<file path="src/rtl/hazard_pkg.sv">
// Shared register-file and scoreboard definitions for the decode-stage hazard logic.
package hazard_pkg;

    localparam int unsigned NUM_REGS        = 32;
    localparam int unsigned MAX_OUT_DEFAULT = 4;
    localparam int unsigned CNT_W           = 4;

    typedef logic [4:0]       reg_idx_t;
    typedef logic [CNT_W-1:0] out_cnt_t;

    typedef struct packed {
        logic raw;
        logic waw;
        logic full;
    } hazard_t;

endpackage

</file>
<file path="src/rtl/sb_busy_table.sv">
// Busy bit per architectural register plus count of long-latency writes in flight.
module sb_busy_table
    import hazard_pkg::*;
(
    input  logic                CLK,
    input  logic                RST_N,
    input  logic                setEn,
    input  reg_idx_t            setIdx,
    input  logic                clrEn,
    input  reg_idx_t            clrIdx,
    output logic [NUM_REGS-1:0] busyVec,
    output out_cnt_t            outCnt
);

    logic [NUM_REGS-1:0] busyQ;
    logic [NUM_REGS-1:0] busyNext;
    out_cnt_t            cntQ;
    out_cnt_t            cntNext;

    always_comb begin
        busyNext = busyQ;
        if (clrEn) busyNext[clrIdx] = 1'b0;
        // Set applied after clear so a same-register set/clear leaves the bit busy.
        if (setEn) busyNext[setIdx] = 1'b1;
        busyNext[0] = 1'b0;

        cntNext = cntQ;
        if (setEn && !clrEn) begin
            cntNext = cntQ + out_cnt_t'(1);
        end else if (clrEn && !setEn) begin
            cntNext = cntQ - out_cnt_t'(1);
        end
    end

    always_ff @(posedge CLK or negedge RST_N) begin
        if (!RST_N) begin
            busyQ <= '0;
            cntQ  <= '0;
        end else begin
            busyQ <= busyNext;
            cntQ  <= cntNext;
        end
    end

    assign busyVec = busyQ;
    assign outCnt  = cntQ;

endmodule

</file>
<file path="src/rtl/reg_scoreboard.sv">
// In-order pipeline register scoreboard: tracks long-latency destinations and
// raises stall/flush controls for RAW, WAW and in-flight-limit hazards.
module reg_scoreboard
    import hazard_pkg::*;
#(
    parameter int unsigned MAX_OUT = MAX_OUT_DEFAULT
) (
    input  logic        CLK,
    input  logic        RST_N,
    input  logic        IssueValidD,
    input  logic        IssueLongD,
    input  logic [4:0]  IssueRdD,
    input  logic [4:0]  RS1D,
    input  logic [4:0]  RS2D,
    input  logic        UseRS1D,
    input  logic        UseRS2D,
    input  logic        WbValidW,
    input  logic        WbLongW,
    input  logic [4:0]  WbRdW,
    input  logic        PCSrcE,
    output logic        StallF,
    output logic        StallD,
    output logic        FlushD,
    output logic        FlushE,
    output logic [31:0] BusyVec,
    output logic [3:0]  OutCnt,
    output logic        SbError
);

    logic     wbLong;
    logic     wbError;
    logic     wbClear;
    logic     issueAccept;
    logic     sbErrQ;
    hazard_t  haz;
    out_cnt_t maxOut;

    assign maxOut = out_cnt_t'(MAX_OUT);

    // A bad writeback (nothing in flight, or target not busy) must leave the table untouched.
    always_comb begin
        wbLong  = WbValidW & WbLongW;
        wbError = wbLong & ((OutCnt == '0) | ((WbRdW != '0) & ~BusyVec[WbRdW]));
        wbClear = wbLong & ~wbError;
    end

    always_comb begin
        haz.raw  = (UseRS1D & (RS1D != '0) & BusyVec[RS1D] & ~(wbLong & (WbRdW == RS1D)))
                 | (UseRS2D & (RS2D != '0) & BusyVec[RS2D] & ~(wbLong & (WbRdW == RS2D)));
        haz.waw  = IssueValidD & (IssueRdD != '0) & BusyVec[IssueRdD]
                 & ~(wbClear & (WbRdW == IssueRdD));
        // Only a writeback that really frees a slot can make room for a new long op.
        haz.full = IssueValidD & IssueLongD & (OutCnt == maxOut) & ~wbClear;
    end

    always_comb begin
        StallF = 1'b0;
        StallD = 1'b0;
        FlushD = 1'b0;
        FlushE = 1'b0;
        if (RST_N) begin
            if (PCSrcE) begin
                FlushD = 1'b1;
                FlushE = 1'b1;
            end else if (|haz) begin
                StallF = 1'b1;
                StallD = 1'b1;
                FlushE = 1'b1;
            end
        end
    end

    assign issueAccept = IssueValidD & IssueLongD & (IssueRdD != '0) & ~StallD & ~PCSrcE;

    sb_busy_table uBusyTable (
        .CLK     (CLK),
        .RST_N   (RST_N),
        .setEn   (issueAccept),
        .setIdx  (IssueRdD),
        .clrEn   (wbClear),
        .clrIdx  (WbRdW),
        .busyVec (BusyVec),
        .outCnt  (OutCnt)
    );

    always_ff @(posedge CLK or negedge RST_N) begin
        if (!RST_N) begin
            sbErrQ <= 1'b0;
        end else if (wbError) begin
            sbErrQ <= 1'b1;
        end
    end

    assign SbError = sbErrQ;

endmodule

</file>
<file path="config.mk">
export PLATFORM = sky130hd
export DESIGN_NAME = reg_scoreboard
export DESIGN_NICKNAME = d
export VERILOG_FILES = /design/src/rtl/hazard_pkg.sv /design/src/rtl/sb_busy_table.sv /design/src/rtl/reg_scoreboard.sv
export SDC_FILE = /design/constraint.sdc
export NUM_CORES = 1
export LEC_CHECK = 0
export ABC_AREA = 1
export BUFFER_PORTS_ARGS = -buffer_cell sky130_fd_sc_hd__buf_2
export CORE_ASPECT_RATIO = 1.25
export CORE_MARGIN = 1
export CORE_UTILIZATION = 30
export CTS_CLUSTER_DIAMETER = 200
export DETAILED_ROUTE_END_ITERATION = 10
export SYNTH_ARGS = -nofsm -noshare
export SYNTH_HDL_FRONTEND = slang
export SYNTH_SLANG_ARGS = --single-unit
export TNS_END_PERCENT = 5
</file>
<file path="constraint.sdc">
create_clock -name CLK -period 3 [get_ports CLK]
set_clock_uncertainty 0.15 [all_clocks]
set_input_delay 0.3 -clock CLK [delete_from_list [all_inputs] [get_ports CLK]]
set_output_delay 0.3 -clock CLK [all_outputs]
set_load 0.03 [all_outputs]
</file>
==> flow_summary.ini <==
[hold_path]
worstHoldPathType = in -> async

[timing]
maxSlewHeadroom_pct = 64.7
fin_crit_sh_pct = 99.2
worstMarginPinSlew_ns = 0.530
fin_crit_ns = 2.98
final_max_slew_viol_count = 0
hold_ws_ns = -0.0117
rsz0062_at_grt = yes
setup_viol = 0
fin_tns_setup_ns = 0
hold_viol_final = 19
fmax_ghz = 0.336

[clock_tree]
hold_buffers = 0
clk_latency_ns = 0.28
ctsHtreeMaxLevel = 2
cts_tree = built
root_buffer = clkbuf_16
cts.clk_slew.worst_paths_ns = 0.06
cts_buffer_depth = 2
cts_buffers = 5
numClockSinks = 36

[layout]
final_nets = 843
drive_gt1_share_pct = 31.2
antenna_cells = 0
instances_no_fill = 975
syn2layout_area_growth_pct = 38.1
finish.utilization_pct = 43.2

[logic_synthesis]
synth_common_cells = 259 x nand2_1, 69 x nor2_1, 60 x inv_1
synth_nets = 692
syn-cell-area_um2 = 3850
netlist_top_cells_area = nand2_1 25%, dfrtp_1 23%, nand3_2 8.0%, nor2_1 6.7%, nand3_1 6.5%
postSynthCellCount = 659
yosys_warnings = 0
ys_seq_area_share_pct = 23.4
async_flop_share_pct = 100
ys.flop_type = dfrtp_1
yosys.area.top_type_share_pct = 25.2
synth_edf_count = 0
syn_avg_cell_area_um2 = 5.85
synth_most_common_cell = nand2_1
synth-seq-cells = 36
synth_largest_area_cell = nand2_1
synthDistinctLibCells = 34

[worst_setup_path]
r2r_slack_ns = 0.02
timing.rr.start = uBusyTable.busyVec[12]
cp_data_required_time_ns = 3.02
start_kind = register
crit_fanout = 3
crit_arrival_ns = 3.00
worstSetupPathType = reg -> reg
endpoint_kind = register
reg2regPathDepth = 21
reg2reg_to = uBusyTable.outCnt[3]
startpoint = uBusyTable.busyVec[12]

[place]
numPortBuffers = 68
dp_hpwl_um = 11600
gp_congestion = 0.936
placed_cells = 962

[global_route]
grt_pass1_wl_um = 23800
grt_use_total_pct = 23.5
grt_max_degree = 39
gr-total-overflow = 0
antenna_found_initial = 0
grt_pass1_vias = 4579

[routing]
routed-via-count = 4833
dr.pass1.iters = 5
drt_iter0_markers = 494
ant_nets = 0
viasPerCell = 4.96
wl_per_cell_um = 15.3
wl_um = 14900
drc_errors = 0

[die]
fp.dieArea_um2 = 13300
ios = 70
core_area_um2 = 12300
row_count = 45
start_util_pct = 31.3
die_w_um = 103
die_h_um = 129

[outcome]
status = finished with violations
violations = hold timing

[job]
drv_cap = 0

[power_and_ir_drop]
leakage_nw = 2.80
vdd_drop_max_mv = 0.518
total_power_mw = 2.29
power-per-cell-area_nw_per_um2 = 430
-- power by group --
group	switching [mW]	internal, mW	total, mW
registers	0.134	0.571	0.706
logic	0.649	0.406	1.05
clock network	0.197	0.331	0.528
-- routing by layer --
layer  vias to the layer above  GRT usage, %  wire (um)
met3                        36          2.28       1030
met2                       212          38.8       7030
met5                         -             0          0
met1                      2208          31.7       6410
met4                         0          8.29        425
li1                       2377             -          -
-- logic make-up (layout without fill, tap and decap cells) --
logic type / Yosys count / after routing / synth area share, %
compound gates: 67 / 67 / 9.25
xor+xnor: 8 / 8 / 1.82
fa+ha+maj: 4 / 4 / 1.49
buf+inv: 99 / 251 / 11.6
flops: 36 / 36 / 23.4
mux: 1 / 1 / 0.292
other cells: 1 / 1 / 0.0973
simple gates: 443 / 443 / 52.1
-- what timing repair did --
action | 4_1_cts | 5_1_grt
pin swaps | 0 | 11
setup endpoints to repair | 1 | 3
setup buffers | 0 | 5
resized for setup | 6 | 10
-- area by class of cell --
type                            count  area, um2
Timing Repair Buffer              173       1220
Sequential cell                    36        910
Inverter                           70        268
Tap cell                          164        205
Fill cell                        1330       7010
Clock buffer                        8        146
Multi-Input combinational cell    524       2570
-- cells in the final DEF, fill, tap and decap left out, types with 6 or more instances in the layout --
master / instances
a21oi_1: 10
buf_12: 7
buf_2: 68
buf_4: 97
dfrtp_1: 29
dfrtp_2: 7
inv_1: 58
inv_2: 10
nand2_1: 258
nand2_2: 6
nand3_1: 49
nand3_2: 32
nor2_1: 66
nor3_1: 12
nor3_2: 6
o211ai_1: 6
o21ai_0: 44
-- flip-flops by register name, summed over array words and instances (netlist names) --
name                count
uBusyTable.busyVec     31
uBusyTable.outCnt       4
SbError                 1
-- worst max-delay path, cell delays in order (launching register included) --
cell,delay (ns)
dfrtp_2,0.42
or2_2,0.31
nand3_1,0.08
nand3_1,0.08
nand3_1,0.09
nand2_1,0.07
nand3_2,0.09
nand2_1,0.07
nor2_2,0.13
nand2_2,0.09
nand2_4,0.09
inv_6,0.04
nor2_4,0.06
ha_2,0.18
inv_2,0.06
ha_4,0.20
a21o_1,0.16
a21oi_2,0.15
nor2_1,0.05
nor2_1,0.09
nand2_1,0.07
xor2_1,0.14
-- per-stage QoR --
step	hold WS (ns)	area, um2	setup slack [ns]
floorplan	-0.146	3900	0.00749
global placement	0.299	5090	-0.149
detailed placement	0.303	5090	-0.189
CTS	0.00533	5260	0.00594
global route	0.0215	5320	-0.162
finish	-0.0117	5320	0.0228
-- worst max-delay path by stage --
stage,slack (ns),cells past startpoint,endpoint
6_report,0.02,21,uBusyTable.outCnt[3]
5_1_grt,-0.16,25,uBusyTable.outCnt[3]
3_3_place_gp,-0.15,23,uBusyTable.outCnt[3]
4_1_cts,0.006,25,uBusyTable.outCnt[3]
2_1_floorplan,0.007,22,uBusyTable.outCnt[3]
3_5_place_dp,-0.19,25,uBusyTable.outCnt[3]
Note: power is estimated with default switching activity, not from simulation.
